`src/rtl/uart_transmitter.sv`:
```
// UART transmitter: one byte per ready/valid handshake, 8N1 framing,
// LSB first, line idles high. serial_out comes straight from a flop.
module uart_transmitter #(
  parameter int unsigned CLOCK_FREQ = 125_000_000,
  parameter int unsigned BAUD_RATE  = 115_200
) (
  input  logic       clk,
  input  logic       reset,
  input  logic [7:0] data_in,
  input  logic       data_in_valid,
  output logic       data_in_ready,
  output logic       serial_out
);

  // Clock cycles per symbol; must be at least 2.
  localparam int unsigned SYMBOL_EDGE_TIME = CLOCK_FREQ / BAUD_RATE;
  localparam int unsigned CNT_W            = $clog2(SYMBOL_EDGE_TIME);
  localparam logic [CNT_W-1:0] CNT_LAST    = CNT_W'(SYMBOL_EDGE_TIME - 1);

  typedef enum logic {
    IDLE,
    SEND
  } state_t;

  state_t           state;
  logic [CNT_W-1:0] clk_cnt;
  logic [3:0]       bit_cnt;
  // Start bit is driven directly on the handshake edge, so only data and
  // stop bit are held here; the register shifts in ones behind them.
  logic [8:0]       shift_reg;

  // Ready is decoded from state and held low while reset is asserted.
  assign data_in_ready = (state == IDLE) && !reset;

  // Frame sequencer: handshake, symbol timing, shifting and line drive.
  always_ff @(posedge clk or posedge reset) begin
    if (reset) begin
      state      <= IDLE;
      clk_cnt    <= '0;
      bit_cnt    <= '0;
      shift_reg  <= '1;
      serial_out <= 1'b1;
    end else begin
      case (state)
        IDLE: begin
          serial_out <= 1'b1;
          if (data_in_valid) begin
            shift_reg  <= {1'b1, data_in};
            serial_out <= 1'b0;
            clk_cnt    <= '0;
            bit_cnt    <= '0;
            state      <= SEND;
          end
        end
        SEND: begin
          if (clk_cnt == CNT_LAST) begin
            clk_cnt <= '0;
            if (bit_cnt == 4'd9) begin
              bit_cnt    <= '0;
              serial_out <= 1'b1;
              state      <= IDLE;
            end else begin
              bit_cnt    <= bit_cnt + 4'd1;
              serial_out <= shift_reg[0];
              shift_reg  <= {1'b1, shift_reg[8:1]};
            end
          end else begin
            clk_cnt <= clk_cnt + 1'b1;
          end
        end
        default: begin
          state      <= IDLE;
          serial_out <= 1'b1;
        end
      endcase
    end
  end

endmodule
```
`config.mk`:
```
export PLATFORM = sky130hd
export DESIGN_NAME = uart_transmitter
export DESIGN_NICKNAME = d
export VERILOG_FILES = /design/src/rtl/uart_transmitter.sv
export SDC_FILE = /design/constraint.sdc
export NUM_CORES = 1
export LEC_CHECK = 0
export CAP_MARGIN = 20
export CORE_UTILIZATION = 25
export CTS_CLUSTER_DIAMETER = 100
export DETAILED_ROUTE_END_ITERATION = 10
export PLACE_DENSITY_LB_ADDON = 0.3
export RECOVER_POWER = 50
export SYNTH_ARGS = -nofsm -noshare
export SYNTH_HDL_FRONTEND = slang
export SYNTH_SLANG_ARGS = --single-unit
```
`constraint.sdc`:
```
create_clock -name clk -period 1.8 [get_ports clk]
set_input_delay 0.18 -clock clk [delete_from_list [all_inputs] [get_ports clk]]
set_output_delay 0.18 -clock clk [all_outputs]
set_load 0.01 [all_outputs]
```
==> Word level (Yosys, flattened, before mapping) <==
Cells that the tools add are included.
{ "totals": {"register_bits": 26, "in_bits": 11, "output_inout_bits": 2, "word_cells": 36} }
{ "op_classes": {"addsub": 2, "n_eq_ne": 5, "n_mux": 19, "n_bitwise": 1, "reduce_logical": 4} }
{ "ops": {"columns": ["cell", "n"], "rows": [
  ["$mux W9", 3],
  ["$mux W11", 2],
  ["$pmux W11 S2", 1],
  ["$pmux W9 S2", 1],
  ["$mux W4", 3],
  ["$add A11 B1 Y11 const B", 1],
  ["$eq A11 B11 Y1 const B", 1],
  ["$pmux W4 S2", 1],
  ["$mux W1", 6],
  ["$add A4 B1 Y4 const B", 1],
  ["$eq A4 B4 Y1 const B", 1],
  ["$ne A2 B2 Y1 const B", 2],
  ["$pmux W1 S2", 2],
  ["$reduce_and A3 Y1", 1],
  ["$ne A2 B1 Y1 const B", 1],
  ["$reduce_and A2 Y1", 1],
  ["$logic_and A1 B1 Y1", 1],
  ["$logic_not A1 Y1", 1],
  ["$not A1 Y1", 1]
]} }

==> Depth between registers and ports, before layout <==
Gate-level depths: netlist of the first run.
{ "depth": {"ltp_word": 4, "depth_mapped": 7, "mapped_depth_nobuf": 6} }

==> Worst setup path before layout of the first run <==
OpenSTA, ideal clock, no wires.
{ "synth_timing": {"path_type": "register -> register", "from": "register clk_cnt[6]", "to": "register clk_cnt[2]", "setup_time_ns": 0.118, "arrival_ns": 1.626, "required_ns": 1.682, "path_slack_ns": 0.056, "stages_incl_launch_ff": 5, "path_buffers": 0, "period_less_slack_ns": 1.744, "path_cell_list": "dfrtp_1 > or4_4 > o31ai_4 > o22ai_1 > a21o_1"} }
{ "synth_between": {"elab_chain_len": 3} }
{ "synth_rtl": {"columns": ["element", "line_no", "text"], "rows": [
  ["start: declaration", "26", "logic [CNT_W-1:0] clk_cnt;"],
  ["start signal: assignment", "68", "clk_cnt <= clk_cnt + 1'b1;"],
  ["$eq A11 B11 Y1", "56", "if (clk_cnt == CNT_LAST) begin"],
  ["$mux W11", "56", null],
  ["$pmux W11 S2", "44", "case (state)"]
]} }
No other way between the ends.
A chain may end at the register's enable or synchronous reset.

==> Final worst setup path of the first run <==
{ "layout_timing": {"from": "register clk_cnt[6]", "to": "register clk_cnt[6]"} }
{ "layout_between": {"elab_chain_len": 3, "elab_cells_between_ends": 4, "classes_between": "1 x add/sub; 1 x eq/ne; 2 x mux"} }
{ "layout_rtl": {"columns": ["element", "line_no"], "rows": [
  ["$add A11 B1 Y11 or $eq A11 B11 Y1 (tied branches)", "68, 56"],
  ["$mux W11 *", "56"],
  ["$pmux W11 S2 *", "44"]
]} }
Every way passes the cells marked *; elsewhere a longest branch is shown, timed or not.

==> results of run 1 <==
-- logic make-up after synthesis --
group	share of synthesized area, %
buffers and inverters	4.19
flip-flops	47.4
AO/OA/AOI/OAI	21.3
AND/OR/NAND/NOR	22.6
adder cells (fa/ha/maj)	3.73
XOR/XNOR	0.652
-- Yosys cell counts --
cell type / count
xor2_1: 1
o21ai_0: 8
dfrtp_1: 16
nand3_1: 7
o31ai_1: 1
nand2_1: 10
clkbuf_1: 4
and3_1: 2
or4_2: 1
a31oi_1: 1
o31a_2: 1
a21o_1: 1
a22o_1: 1
buf_6: 1
o211ai_1: 2
nand2b_1: 2
nor3b_1: 1
nor2b_1: 1
o21ai_1: 1
ha_1: 4
o22ai_1: 2
and2_1: 1
inv_1: 8
a21oi_1: 9
nor4_1: 1
o221a_2: 8
and3b_1: 1
nor2_1: 6
a31o_2: 1
or4_4: 1
a21o_2: 1
or3_2: 4
nand4_1: 6
dfstp_2: 9
or3_1: 7
and4_1: 2
o31ai_4: 1
-- power breakdown --
group | switching [mW] | internal, mW
registers | 0.125 | 0.767
logic | 0.317 | 0.346
clock network | 0.184 | 0.159
-- per-layer routing --
metal | up-vias | wire length, um | GRT usage (%)
met5 | - | 0 | 0
met1 | 574 | 1620 | 15.7
li1 | 566 | - | -
met3 | 4 | 105 | 2.81
met2 | 16 | 1410 | 18.8
met4 | 0 | 31 | 4.12
-- final cells by class --
cell class | instances | share of cell area, %
multi-input cells | 96 | 38.1
well taps | 70 | 5.04
inverters | 8 | 1.73
flip-flops and latches | 25 | 36.7
clock buffers | 4 | 2.59
repair buffers | 33 | 15.8
-- metrics by stage --
stage	std cells	setup WS [ns]	cell area (um^2)	TNS, ns
2_1_floorplan	134	0.0557	1340	0
3_3_place_gp	232	0.0254	1680	0
3_5_place_dp	232	-0.00694	1680	-0.00694
4_1_cts	236	0.0347	1730	0
5_1_grt	236	-0.0102	1740	-0.0102
6_report	236	0.0577	1740	0
-- layout by cell type (no fill, tap or decap), types with 2 or more instances in the layout --
master | synthesis | final
and3_1 | 2 | 2
o21ai_0 | 8 | 8
buf_4 | 0 | 20
clkbuf_8 | 0 | 3
inv_1 | 8 | 8
dfstp_2 | 9 | 9
or3_1 | 7 | 7
and4_1 | 2 | 2
nor2_1 | 6 | 6
a21oi_1 | 9 | 9
nand2_1 | 10 | 10
nand2b_1 | 2 | 2
clkdlybuf4s50_1 | 0 | 11
o22ai_1 | 2 | 2
ha_1 | 4 | 4
nand4_1 | 6 | 6
dfrtp_1 | 16 | 15
nand3_1 | 7 | 7
o221a_2 | 8 | 8
or3_2 | 4 | 4
o211ai_1 | 2 | 2
-- worst register-to-register path, delay by kind of cell, from the launching register on --
| kind | cells | cell delay [ns] |
|---|---|---|
| flops | 1 | 0.41 |
| simple gates | 1 | 0.58 |
| compound gates | 3 | 0.66 |
-- worst paths after layout --
check	startpoint	endpoint	slack [ns]	depth (start not counted)
max reg2reg	clk_cnt[6]$_DFFE_PP0P_	clk_cnt[6]$_DFFE_PP0P_	0.06	4
max	clk_cnt[6]$_DFFE_PP0P_	clk_cnt[6]$_DFFE_PP0P_	0.06	4
max in group asynchronous	reset	clk_cnt[8]$_DFFE_PP0P_	0.83	3
min in group asynchronous	reset	clk_cnt[8]$_DFFE_PP0P_	0.53	3
min reg2reg	bit_cnt[3]$_DFFE_PP0P_	bit_cnt[3]$_DFFE_PP0P_	0.50	1
min	data_in[7]	shift_reg[7]$_DFFE_PP1P_	0.45	3
-- what timing repair did --
action / in CTS / in global routing
endpoints found under the setup margin: 3 / 12
resized for setup: 0 / 3
pin swaps: 1 / 1
==> summary.txt, run 1 <==
STA
  – Worst-margin pin slew: 0.634 ns
  – Max Fclk: 574 MHz
  – Hold Vio Cnt, Final: 0
  – Slew headroom: 57.7%
  – Final min period: roughly 1.7 ns
  – Clock Skew: 0.00492 ns
  – Hold Worst Slack: 0.451 ns
  – RSZ-0062 raised after global routing: true
  – Final setup vio count: 0
  – Pins over their slew limit: 0
  – Period Utilization, post-route: between 90% and 100%

Power
  – Max rail drop VDD: approximately 320 uV
  – Power Dens Cells: approximately 1100 nW/um^2
  – P_leak: between 0.7 and 0.8 nW
  – Overall Power: roughly 1.9 mW

Worst setup path
  – Worst setup EP type: flip-flop
  – Crit-path max FO: 7
  – CP Buf/Inv Count: 0
  – Worst endpoint required time: 1.97 ns
  – Critical path, cell by cell: or4_4, o31ai_4, a21oi_1, a21o_2
  – Slowest stage cell, crit path: or4_4
  – Startpoint Class: flip-flop
  – Worst Path Arrival: roughly 1.9 ns
  – Crit-path leading delay family: compound AO/OA/AOI/OAI gates
  – Critical Path Max Stage Delay: about 0.58 ns
  – CP Class: reg2reg

Global route
  – Largest net degree at the start of global routing: 26
  – Total GRT Usage: a little under an eighth
  – First-pass GRT wire length: a little over 5000 um
  – Vias in the first global route: around 1100
  – Antenna violations before repair: 0
  – GRT Residual Overflow: 0

Synth
  – Mapped Cells: between 100 and 150
  – Post-synth top area share: between 20% and 30%
  – Area contributors post-synth: dfrtp_1 30%, dfstp_2 18%, o221a_2 6.7%, ha_1 3.7%, a21oi_1 3.4%
  – Synth Net Count: 149
  – Yosys warnings: 0
  – Post-synthesis cell area: between 1000 and 1500 um^2
  – Post-synthesis sequential area ratio: 47.4%
  – Syn avg cell area: approximately 10 um^2
  – Flops & latches, synth: 25
  – Cell taking the most area after synthesis: dfrtp_1
  – Yosys cell types: 37

Detailed routing
  – Post-route ant nets: 0
  – Vias: 1160
  – Wire per inst: approximately 13 um
  – Via density: 4.92
  – Total Routed Length: about 3200 um
  – Drt drc: 0
  – Initial DRT Pass Iterations: 4
  – Initial DRC Count: 54

Cells and area
  – Core Util, Final: between 30 and 40%
  – Seq. cell area: roughly 640 um^2
  – Area grow syn2layout: 29.5%
  – Filler cells: between 500 and 600
  – Final net count: approximately 180
  – Diode count: 0
  – Max reg flops: 11
  – Share of layout cells above drive strength 1: between 30% and 40%
  – Area taken by multi-input logic gates: between 600 and 700 um^2

Status
  – Status: finished clean

Clock network
  – Post-CTS setup repair buffer count: 0
  – Worst-path clk slew: ~0.09 ns
  – Clock Sinks: 25
  – Clock latency at the later pin of the worst-skew pair: between 0.2 and 0.3 ns
  – CTS tree: done
  – Hold-fix buffers, CTS: 0
  – Clock Tree Root: clkbuf_8
  – CTS Buf Count: 3
  – H-tree depth: 1
  – CTS Buffer Depth: 2

Place
  – Routability cong.: approximately 0.85
  – IO Port Bufs: 12
  – DPL Wire Length: 2300 um

Worst hold path
  – Hold/Removal Path Class: in2reg

Die
  – Die area: ~5700 um^2
  – Initial Utilization: 26.1%
  – IO Count: 13
  – Core ar.: between 5000 and 6000 um^2
  – Die W: roughly 75 um
  – Die extent in y: 75.3 um
  – Row cnt: 26

Run
  – Max_cap viols: 0
(Power assumes the default switching activity.)
==> run 2: changes to the inputs <==
--- a/config.mk
+++ b/config.mk
@@ -6,7 +6,8 @@
 export NUM_CORES = 1
 export LEC_CHECK = 0
 export CAP_MARGIN = 20
-export CORE_UTILIZATION = 25
+export CORE_MARGIN = 2
+export CORE_UTILIZATION = 50
 export CTS_CLUSTER_DIAMETER = 100
 export DETAILED_ROUTE_END_ITERATION = 10
 export PLACE_DENSITY_LB_ADDON = 0.3
==> run 2 against run 1 <==
Via count is 0.69% higher. First-iteration DRC count shrank 57%. Global-route usage increased by 7.1 points. Sequential power is 0.9% higher. Sequential share of layout area is 1.4 points higher. Final cell count is 17% lower. Design area is 3.7% lower. Critical endpoint is now clk_cnt[9]$_DFFE_PP0P_.
==> summary.txt, run 2 (same netlist as run 1, synthesis figures left out) <==
Status
  – Status: finished clean

Worst setup path
  – Slowest stage cell, crit path: or4_2
  – Crit-path max FO: 8
  – Worst Setup SP: clk_cnt[0]$_DFFE_PP0P_
  – Worst r2r src: clk_cnt[0]$_DFFE_PP0P_
  – Critical path, cell by cell: inv_1, ha_2, nand2_2, o31ai_4, buf_6, or4_2, nand3_2
  – Worst setup EP type: flip-flop
  – Worst endpoint required time: approximately 2 ns
  – CP Class: reg2reg
  – Startpoint Class: flip-flop
  – Critical Path Max Stage Delay: between 0.6 and 0.7 ns
  – Worst Path Arrival: a little under 2 ns

STA
  – Max Fclk: 577 MHz
  – Clock Skew: around 0.0026 ns
  – Slew headroom: between 10 and 15%
  – Final setup vio count: 0
  – Hold Vio Cnt, Final: 0
  – Pins over their slew limit: 0
  – Final min period: 1.73 ns
  – Worst-margin pin slew: about 1.3 ns
  – Period Utilization, post-route: 96.3%
  – RSZ-0062 raised after global routing: true
  – Final worst setup slack: 0.0662 ns

Global route
  – Antenna violations before repair: 0
  – Vias in the first global route: ~1100
  – Largest net degree at the start of global routing: 26
  – GRT Residual Overflow: 0
  – Total GRT Usage: between 10% and 20%
  – First-pass GRT wire length: between 4000 and 5000 um

Die
  – Row cnt: 18
  – Die extent in y: between 50 and 60 um
  – Die area: around 3100 um^2
  – Core ar.: about 2500 um^2
  – Initial Utilization: approximately 54%
  – IO Count: 13
  – Die W: approximately 56 um

Cells and area
  – Diode count: 0
  – Area grow syn2layout: 24.7%
  – Final net count: about 180
  – Most frequent cells in the layout: 18 x buf_4, 16 x dfrtp_1, 12 x clkdlybuf4s50_1
  – Max reg flops: 11
  – Share of layout cells above drive strength 1: ~32%
  – Commonest non-fill, non-tap cell in the layout: buf_4

Power
  – P_leak: around 0.73 nW
  – Power Dens Cells: 1070 nW/um^2
  – Max rail drop VDD: between 700 and 800 uV
  – Overall Power: between 1.5 and 2 mW

Detailed routing
  – Wire per inst: 15.1 um
  – Initial DRT Pass Iterations: 4
  – Initial DRC Count: 23
  – Drt drc: 0
  – Total Routed Length: ~2900 um
  – Via density: 5.99
  – Vias: roughly 1200
  – Post-route ant nets: 0

Clock network
  – Clock Sinks: 25
  – Clock latency at the later pin of the worst-skew pair: 0.31 ns
  – Worst-path clk slew: about 0.13 ns
  – CTS tree: done
  – H-tree depth: 1
  – CTS Buffer Depth: 2
  – Clock Tree Root: clkbuf_4
  – CTS Buf Count: 3

Place
  – DPL Wire Length: between 2000 and 2500 um
  – Pre-CTS WS: ~0.004 ns
  – Routability cong.: 0.887
  – IO Port Bufs: 12

Worst hold path
  – Hold path start: data_in[7]
  – Hold/Removal Path Class: in2reg

Run
  – Max_cap viols: 0
-- run 2: changes by cell type in the layout (fill, tap and decap cells not counted), sizes merged --
cell	before	now
buf	20	19
dlygate4sd3	1	0
clkdlybuf4s50	11	12
-- run 2: worst max-delay path: cells and delay by family (launching register included) --
kind / cells / cell delay [ns]
AOI/OAI and AO/OA: 1 / 0.06
adders and majority gates: 1 / 0.19
buffers and inverters: 2 / 0.20
DFF: 1 / 0.37
and+or+nand+nor: 3 / 0.86
-- run 2: worst paths after layout --
kind | slack (ns) | cells after the start | to
max | 0.07 | 7 | clk_cnt[9]$_DFFE_PP0P_
max reg2reg | 0.07 | 7 | clk_cnt[9]$_DFFE_PP0P_
max in group asynchronous | 0.39 | 3 | clk_cnt[2]$_DFFE_PP0P_
min reg2reg | 0.49 | 1 | bit_cnt[3]$_DFFE_PP0P_
min | 0.42 | 3 | shift_reg[7]$_DFFE_PP1P_
min in group asynchronous | 0.64 | 3 | bit_cnt[3]$_DFFE_PP0P_
-- run 2: area by class of cell --
| type | instances | area (um^2) |
|---|---|---|
| fill | 196 | 826 |
| multi-input combinational | 96 | 673 |
| sequential | 25 | 637 |
| timing repair buffer | 32 | 270 |
| tap | 30 | 37.5 |
| inverter | 8 | 30.0 |
| clock buffer | 4 | 26.3 |
-- run 2: repair_timing --
action                     CTS  global route
gates resized for setup      0             6
pin swaps                    1             3
setup endpoints to repair    1             5
cloned                       0             0
hold buffers                 0             0
setup buffers                0             3
-- run 2: per-layer routing --
| layer | track usage (%) | part of all wire, % | wire (um) |
|---|---|---|---|
| met5 | 0 | 0 | 0 |
| met4 | 5.10 | 0.61 | 18 |
| met3 | 2.33 | 3.6 | 106 |
| met2 | 33.7 | 51 | 1520 |
| met1 | 24.4 | 44 | 1310 |
-- run 2: stage by stage --
stage	utilization [%]	TNS, ns	hold WS, ns	instance area (um^2)	std cells
after detailed placement	64.1	0	0.486	1600	188
after CTS	65.1	0	0.251	1630	192
after global routing	67.0	-0.0528	0.431	1670	195
after global placement	64.1	0	0.477	1600	188
final	67.0	0	0.424	1670	195
after floorplan	-	0	0.201	1340	134
-- run 2: power by group --
part / total [mW] / switching [mW] / leakage, nW / internal (mW)
clock: 0.246 / 0.160 / 0.0150 / 0.0865
combinational: 0.648 / 0.305 / 0.428 / 0.343
sequential: 0.900 / 0.135 / 0.285 / 0.764
total: 1.79 / 0.600 / 0.728 / 1.19
